File: src/rtl/ramfifo_drain_arb_pkg.sv
// ============================================================================
// Module : ramfifo_drain_arb_pkg
// Brief  : Shared RAMFIFO defines: drain-arbiter state encodings.
// Rev    : 1.0  initial release
// ============================================================================
`default_nettype none

package ramfifo_drain_arb_pkg;

    localparam logic ST_IDLE  = 1'b0;
    localparam logic ST_GRANT = 1'b1;

    typedef enum logic {
        IDLE  = ST_IDLE,
        GRANT = ST_GRANT
    } drain_state_e;

endpackage

`default_nettype wire

File: src/rtl/ramfifo_drain_arb_if.sv
// ============================================================================
// Module : ramfifo_drain_arb_if
// Brief  : Queue-status / read-strobe / output-qualifier bundle of the drain arbiter.
// Rev    : 1.0  initial release
// ============================================================================
`default_nettype none

interface ramfifo_drain_arb_if #(
    parameter int NPORT     = 4,
    parameter int LOG_NPORT = 2
);
    logic                 enable;
    logic [NPORT-1:0]     empty;
    logic                 out_ready;
    logic [NPORT-1:0]     read;
    logic                 out_valid;
    logic [LOG_NPORT-1:0] out_sel;
    logic                 busy;

    modport master (
        input  enable, empty, out_ready,
        output read, out_valid, out_sel, busy
    );

    modport slave (
        output enable, empty, out_ready,
        input  read, out_valid, out_sel, busy
    );
endinterface

`default_nettype wire

File: src/rtl/rr_priority_pick.sv
// ============================================================================
// Module : rr_priority_pick
// Brief  : First asserted request searching upward from start, wrapping N-1 -> 0.
// Rev    : 1.0  initial release
// ============================================================================
`default_nettype none

module rr_priority_pick #(
    parameter int N     = 4,
    parameter int LOG_N = 2
) (
    input  logic [N-1:0]     req,
    input  logic [LOG_N-1:0] start,
    output logic             found,
    output logic [LOG_N-1:0] idx
);

    logic [LOG_N-1:0] cand;

    // N is a power of two, so index arithmetic wraps naturally.
    always_comb begin
        found = 1'b0;
        idx   = start;
        cand  = start;
        for (int i = 0; i < N; i++) begin
            cand = start + LOG_N'(i);
            if (!found && req[cand]) begin
                found = 1'b1;
                idx   = cand;
            end
        end
    end

endmodule

`default_nettype wire

File: src/rtl/ramfifo_drain_arb.sv
// ============================================================================
// Module : ramfifo_drain_arb
// Brief  : Round-robin drain arbiter issuing quantum-limited read bursts to RAMFIFO queues.
// Rev    : 1.0  initial release
// ============================================================================
`default_nettype none

module ramfifo_drain_arb
    import ramfifo_drain_arb_pkg::*;
#(
    parameter int NPORT     = 4,
    parameter int LOG_NPORT = 2,
    parameter int QUANTUM   = 4
) (
    input  logic               clock,
    input  logic               reset,
    ramfifo_drain_arb_if.master bus
);

    localparam int             CW       = $clog2(QUANTUM + 1);
    localparam logic [CW-1:0]  LAST_CNT = CW'(QUANTUM - 1);

    drain_state_e         state_q, state_d;
    logic [LOG_NPORT-1:0] rr_ptr_q, rr_ptr_d;
    logic [LOG_NPORT-1:0] owner_q, owner_d;
    logic [CW-1:0]        count_q, count_d;
    logic                 out_valid_q, out_valid_d;
    logic [LOG_NPORT-1:0] out_sel_q, out_sel_d;

    logic [NPORT-1:0]     w_req;
    logic                 w_found;
    logic [LOG_NPORT-1:0] w_pick;
    logic                 w_read_fire;

    assign w_req = ~bus.empty;

    rr_priority_pick #(
        .N     (NPORT),
        .LOG_N (LOG_NPORT)
    ) u_pick (
        .req   (w_req),
        .start (rr_ptr_q),
        .found (w_found),
        .idx   (w_pick)
    );

    // Reset suppresses the strobe in the same cycle so an abandoned grant never pops a word.
    assign w_read_fire = (state_q == GRANT) && bus.enable && bus.out_ready &&
                         !bus.empty[owner_q] && !reset;

    always_comb begin
        bus.read = '0;
        if (w_read_fire) begin
            bus.read[owner_q] = 1'b1;
        end
    end

    assign bus.out_valid = out_valid_q;
    assign bus.out_sel   = out_sel_q;
    assign bus.busy      = (state_q == GRANT);

    always_comb begin
        state_d     = state_q;
        owner_d     = owner_q;
        count_d     = count_q;
        rr_ptr_d    = rr_ptr_q;
        out_valid_d = w_read_fire;
        out_sel_d   = w_read_fire ? owner_q : out_sel_q;
        if (bus.enable) begin
            case (state_q)
                IDLE: begin
                    if (w_found) begin
                        owner_d = w_pick;
                        count_d = '0;
                        state_d = GRANT;
                    end
                end
                GRANT: begin
                    if (w_read_fire) begin
                        count_d = count_q + CW'(1);
                        if (count_q == LAST_CNT) begin
                            state_d  = IDLE;
                            rr_ptr_d = owner_q + LOG_NPORT'(1);
                        end
                    end else if (bus.empty[owner_q]) begin
                        state_d  = IDLE;
                        rr_ptr_d = owner_q + LOG_NPORT'(1);
                    end
                end
                default: state_d = IDLE;
            endcase
        end
    end

    always_ff @(posedge clock) begin
        if (reset) begin
            state_q     <= IDLE;
            rr_ptr_q    <= '0;
            owner_q     <= '0;
            count_q     <= '0;
            out_valid_q <= 1'b0;
            out_sel_q   <= '0;
        end else begin
            state_q     <= state_d;
            rr_ptr_q    <= rr_ptr_d;
            owner_q     <= owner_d;
            count_q     <= count_d;
            out_valid_q <= out_valid_d;
            out_sel_q   <= out_sel_d;
        end
    end

endmodule

`default_nettype wire

File: src/flat_wrapper.sv
// flat-port wrapper written by rule: the top's interface ports become plain ports
module ramfifo_drain_arb_flat import ramfifo_drain_arb_pkg::*;
#(
    parameter int NPORT     = 4,
    parameter int LOG_NPORT = 2,
    parameter int QUANTUM   = 4
)
  (clock, reset, bus_enable, bus_empty, bus_out_ready, bus_read, bus_out_valid, bus_out_sel, bus_busy);
  ramfifo_drain_arb_if #(.NPORT(NPORT), .LOG_NPORT(LOG_NPORT)) bus_i ();
  input  logic clock;
  input  logic reset;
  input wire logic [$bits(bus_i.enable)-1:0] bus_enable;
  input wire logic [$bits(bus_i.empty)-1:0] bus_empty;
  input wire logic [$bits(bus_i.out_ready)-1:0] bus_out_ready;
  output wire logic [$bits(bus_i.read)-1:0] bus_read;
  output wire logic [$bits(bus_i.out_valid)-1:0] bus_out_valid;
  output wire logic [$bits(bus_i.out_sel)-1:0] bus_out_sel;
  output wire logic [$bits(bus_i.busy)-1:0] bus_busy;
  assign bus_i.enable = bus_enable;
  assign bus_i.empty = bus_empty;
  assign bus_i.out_ready = bus_out_ready;
  assign bus_read = bus_i.read;
  assign bus_out_valid = bus_i.out_valid;
  assign bus_out_sel = bus_i.out_sel;
  assign bus_busy = bus_i.busy;
  ramfifo_drain_arb #(.NPORT(NPORT), .LOG_NPORT(LOG_NPORT), .QUANTUM(QUANTUM)) u_core (.clock(clock), .reset(reset), .bus(bus_i));
endmodule
File: config.mk
export PLATFORM = sky130hd
export DESIGN_NAME = ramfifo_drain_arb_flat
export DESIGN_NICKNAME = d
export VERILOG_FILES = /design/src/rtl/ramfifo_drain_arb_pkg.sv /design/src/rtl/ramfifo_drain_arb_if.sv /design/src/rtl/rr_priority_pick.sv /design/src/rtl/ramfifo_drain_arb.sv /design/src/flat_wrapper.sv
export SDC_FILE = /design/constraint.sdc
export NUM_CORES = 1
export LEC_CHECK = 0
export BUFFER_PORTS_ARGS = -buffer_cell sky130_fd_sc_hd__buf_2
export CAP_MARGIN = 20
export CORE_ASPECT_RATIO = 1.4
export CORE_MARGIN = 2
export CORE_UTILIZATION = 35
export CTS_BUF_LIST = sky130_fd_sc_hd__clkbuf_4 sky130_fd_sc_hd__clkbuf_8 sky130_fd_sc_hd__clkbuf_16
export CTS_CLUSTER_DIAMETER = 200
export DETAILED_ROUTE_END_ITERATION = 10
export MAX_ROUTING_LAYER = met4
export SETUP_SLACK_MARGIN = 0.4
export SYNTH_ARGS = -nofsm -noshare
export SYNTH_HDL_FRONTEND = slang
export SYNTH_HIERARCHICAL = 1
export SYNTH_SLANG_ARGS = --single-unit
File: constraint.sdc
create_clock -name clock -period 3.1 [get_ports clock]
set_clock_uncertainty 0.05 [all_clocks]
set_input_delay 0.62 -clock clock [delete_from_list [all_inputs] [get_ports clock]]
set_output_delay 0.62 -clock clock [all_outputs]
set_load 0.005 [all_outputs]
==> summary.txt <==
Critical path
  – CP max stage cell: mux4_2
  – Buf/Inv on CP: 2
  – Critical Setup Path Class: input pin to output pin
  – Reg-to-Reg Start: u_core/owner_q[0]
  – CP peak stage delay: between 0.4 and 0.5 ns
  – Crit-path max FO: 7
  – Setup crit end kind: output pin
  – Worst setup path start: bus_empty[3]
  – Worst setup SP type: input pin
  – Worst EP required: ~2.4 ns
  – Most used cell, CP: buf_2
  – Worst path arrival time: 1.90 ns
  – Cells along the critical path: buf_2, mux4_2, nor4b_4, and2_1, buf_2
  – Critical path's top delay family: simple AND/OR/NAND/NOR gates

Yosys
  – Syn avg cell area: just over 9 µm²
  – Fraction of registers with async set/reset: 0%
  – Syn Inst Count: ~80
  – YS warnings: 6
  – Area share of the largest cell type after synthesis: 29.9%
  – Syn nets: 95
  – Sequential-to-total area share from yosys stat: 29.9%
  – Largest cells by area after synthesis: dfxtp_1 (30%), mux2i_1 (11%), ha_1 (10%), nand3b_1 (6.1%), inv_1 (4.1%)
  – Yosys cell types: 24
  – Post-synth EDFFs: 0
  – Cell area after synthesis: 737 µm²
  – Synth area leader: dfxtp_1
  – Seq cells post-synth: 11
  – Primary FF master, synth: dfxtp_1

Drt
  – Via count: between 600 and 700
  – Via density: roughly 5.3
  – DRT Wirelength: 1520 µm
  – Routed wire per std cell: between 10 and 15 µm
  – Antenna viol nets, final: 0
  – Starting DRT DRC Count: 5
  – Drt pass-1 iters: 4
  – # DRC: 0

GRT
  – Pin count of the biggest net entering global routing: 15
  – Gr ovfl total: 0
  – Number of global-route vias before repair: approximately 590
  – Global-route wire length before repair: 2660 µm
  – Gr usage total: ~15%
  – Antenna violations before repair: 0

Final layout
  – Layout cells sized above 1: a little over a quarter
  – Design area: just under 900 µm²
  – Area grow syn2layout: 17.3%
  – Commonest non-fill, non-tap cells in the layout: buf_2 (15), dfxtp_1 (11), inv_1 (8), mux2i_1 (8), nor2_1 (7)
  – Final cell count without fillers: about 120
  – # fillers: roughly 200
  – Final Util: 43.8%
  – Commonest non-fill, non-tap cell in the layout: buf_2
  – Nets@finish: approximately 120
  – # diodes: 0

Floorplan
  – Die width: roughly 43 µm
  – Die area: 2490 µm²
  – Row count: 19
  – Ports: 16
  – Placeable core area: between 1500 and 2000 µm²
  – Die H: approximately 58 µm
  – Starting Density: a little under two fifths

STA
  – Final hold slack: about 0.44 ns
  – TNS Setup: 0 ns
  – Min cycle time layout: around 2.6 ns
  – Fin crit share: about 83%
  – Max Freq: around 390 MHz
  – Fin. Hold Viols: 0
  – Max transition margin: between 70% and 80%
  – # setup viols final: 0
  – Pins Over Slew Limit: 0
  – Post-route setup slack: roughly 0.53 ns
  – RSZ-0062 raised after global routing: false
  – Worst Tran Pin Value: a little under 0.4 ns

CTS
  – Root buffer cell: clkbuf_4
  – Number of buffers created by CTS: 3
  – Maximum clock path buffer count: 2
  – Clock Pin Slew Worst Setup and Hold Paths: 0.07 ns
  – TritonCTS clock tree: built
  – Worst skew pair latency: 0.27 ns
  – Hold Buf Count CTS: 0
  – H-Tree Depth: 1
  – Sink Count: 11

Power
  – Power after layout: 0.304 mW
  – Maximum VDD drop: 209 µV
  – Power Density: approximately 350 nW/µm²
  – Lkg Pwr: slightly above 0.4 nW

Place
  – Worst slack at placement: 0.464 ns
  – Placed insts: roughly 120
  – Post-DP HPWL: 1190 µm
  – Dpl cell area: slightly above 800 µm²
  – # port buffers: 15
  – Placer Congestion: 0.759

Min path
  – Startpoint of the worst hold path: u_core/bus.out_sel[1]
  – Hold Crit Class: register to register

Status
  – Status: completed

Run
  – # Max-Cap Violations: 0
Yosys cell counts, types with 2 or more instances:
cell      count
nand2b_1      4
dfxtp_1      11
nand2_1       5
mux2i_1       8
and2_1        4
nor2_1        7
nand3b_1      6
inv_1         8
nor3_1        3
ha_1          6
nor2b_1       2
a21oi_1       4
buf_6         2
kinds of logic (layout without fill, tap and decap cells):
family                     after synthesis  count (layout)  synth area share, %
DFF                                     11              11                 29.9
AOI/OAI and AO/OA                        7               7                 6.45
muxes                                   10              10                 15.5
buffers and inverters                   11              30                 7.64
and+or+nand+nor                         36              36                 30.4
adders and majority gates                6               6                 10.2
tightest hold or removal path, delay by kind of cell (launching register included):
family	cells	cell delay (ns)
mux	1	0.07
simple gates	1	0.07
flops	1	0.32
layout make-up:
type                            instances  area, µm²  area share, %
Tap cell                               21       26.3           3.04
Multi-Input combinational cell         59        460           53.3
Inverter                                8       30.0           3.47
Timing Repair Buffer                   18       97.6           11.3
Clock buffer                            4       30.0           3.47
Sequential cell                        11        220           25.5
routing by layer:
metal	track usage (%)	vias to the layer above	wire length (µm)
met5	-	-	0
met2	23.6	17	785
met3	2.76	5	55
met1	17.2	300	633
met4	10.7	0	48
li1	-	315	-
report_power, final:
part / internal, mW / total, mW / switching [mW]
logic: 0.0223 / 0.0487 / 0.0265
registers: 0.145 / 0.149 / 0.00409
clock network: 0.0586 / 0.106 / 0.0476
registers in the layout, indices dropped and copies added (netlist names):
| signal | count |
|---|---|
| u_core/owner_q | 2 |
| u_core/bus.busy | 1 |
| u_core/bus.out_sel | 2 |
| u_core/rr_ptr_q | 2 |
| u_core/bus.out_valid | 1 |
| u_core/count_q | 3 |
path summary, 6_finish.rpt:
kind                                end  slack [ns]  cells after the start
setup / recovery            bus_read[3]        0.53                      5
hold / removal    u_core/bus.out_sel[1]        0.44                      2
setup reg to reg  u_core/bus.out_sel[1]        1.21                      5
hold reg to reg   u_core/bus.out_sel[1]        0.44                      2
repair_timing:
item / in CTS / in global routing
setup endpoints to repair: 0 / 4
resized for setup: 0 / 0
buffers inserted: 0 / 1
Note: power is estimated with default switching activity, not from simulation.
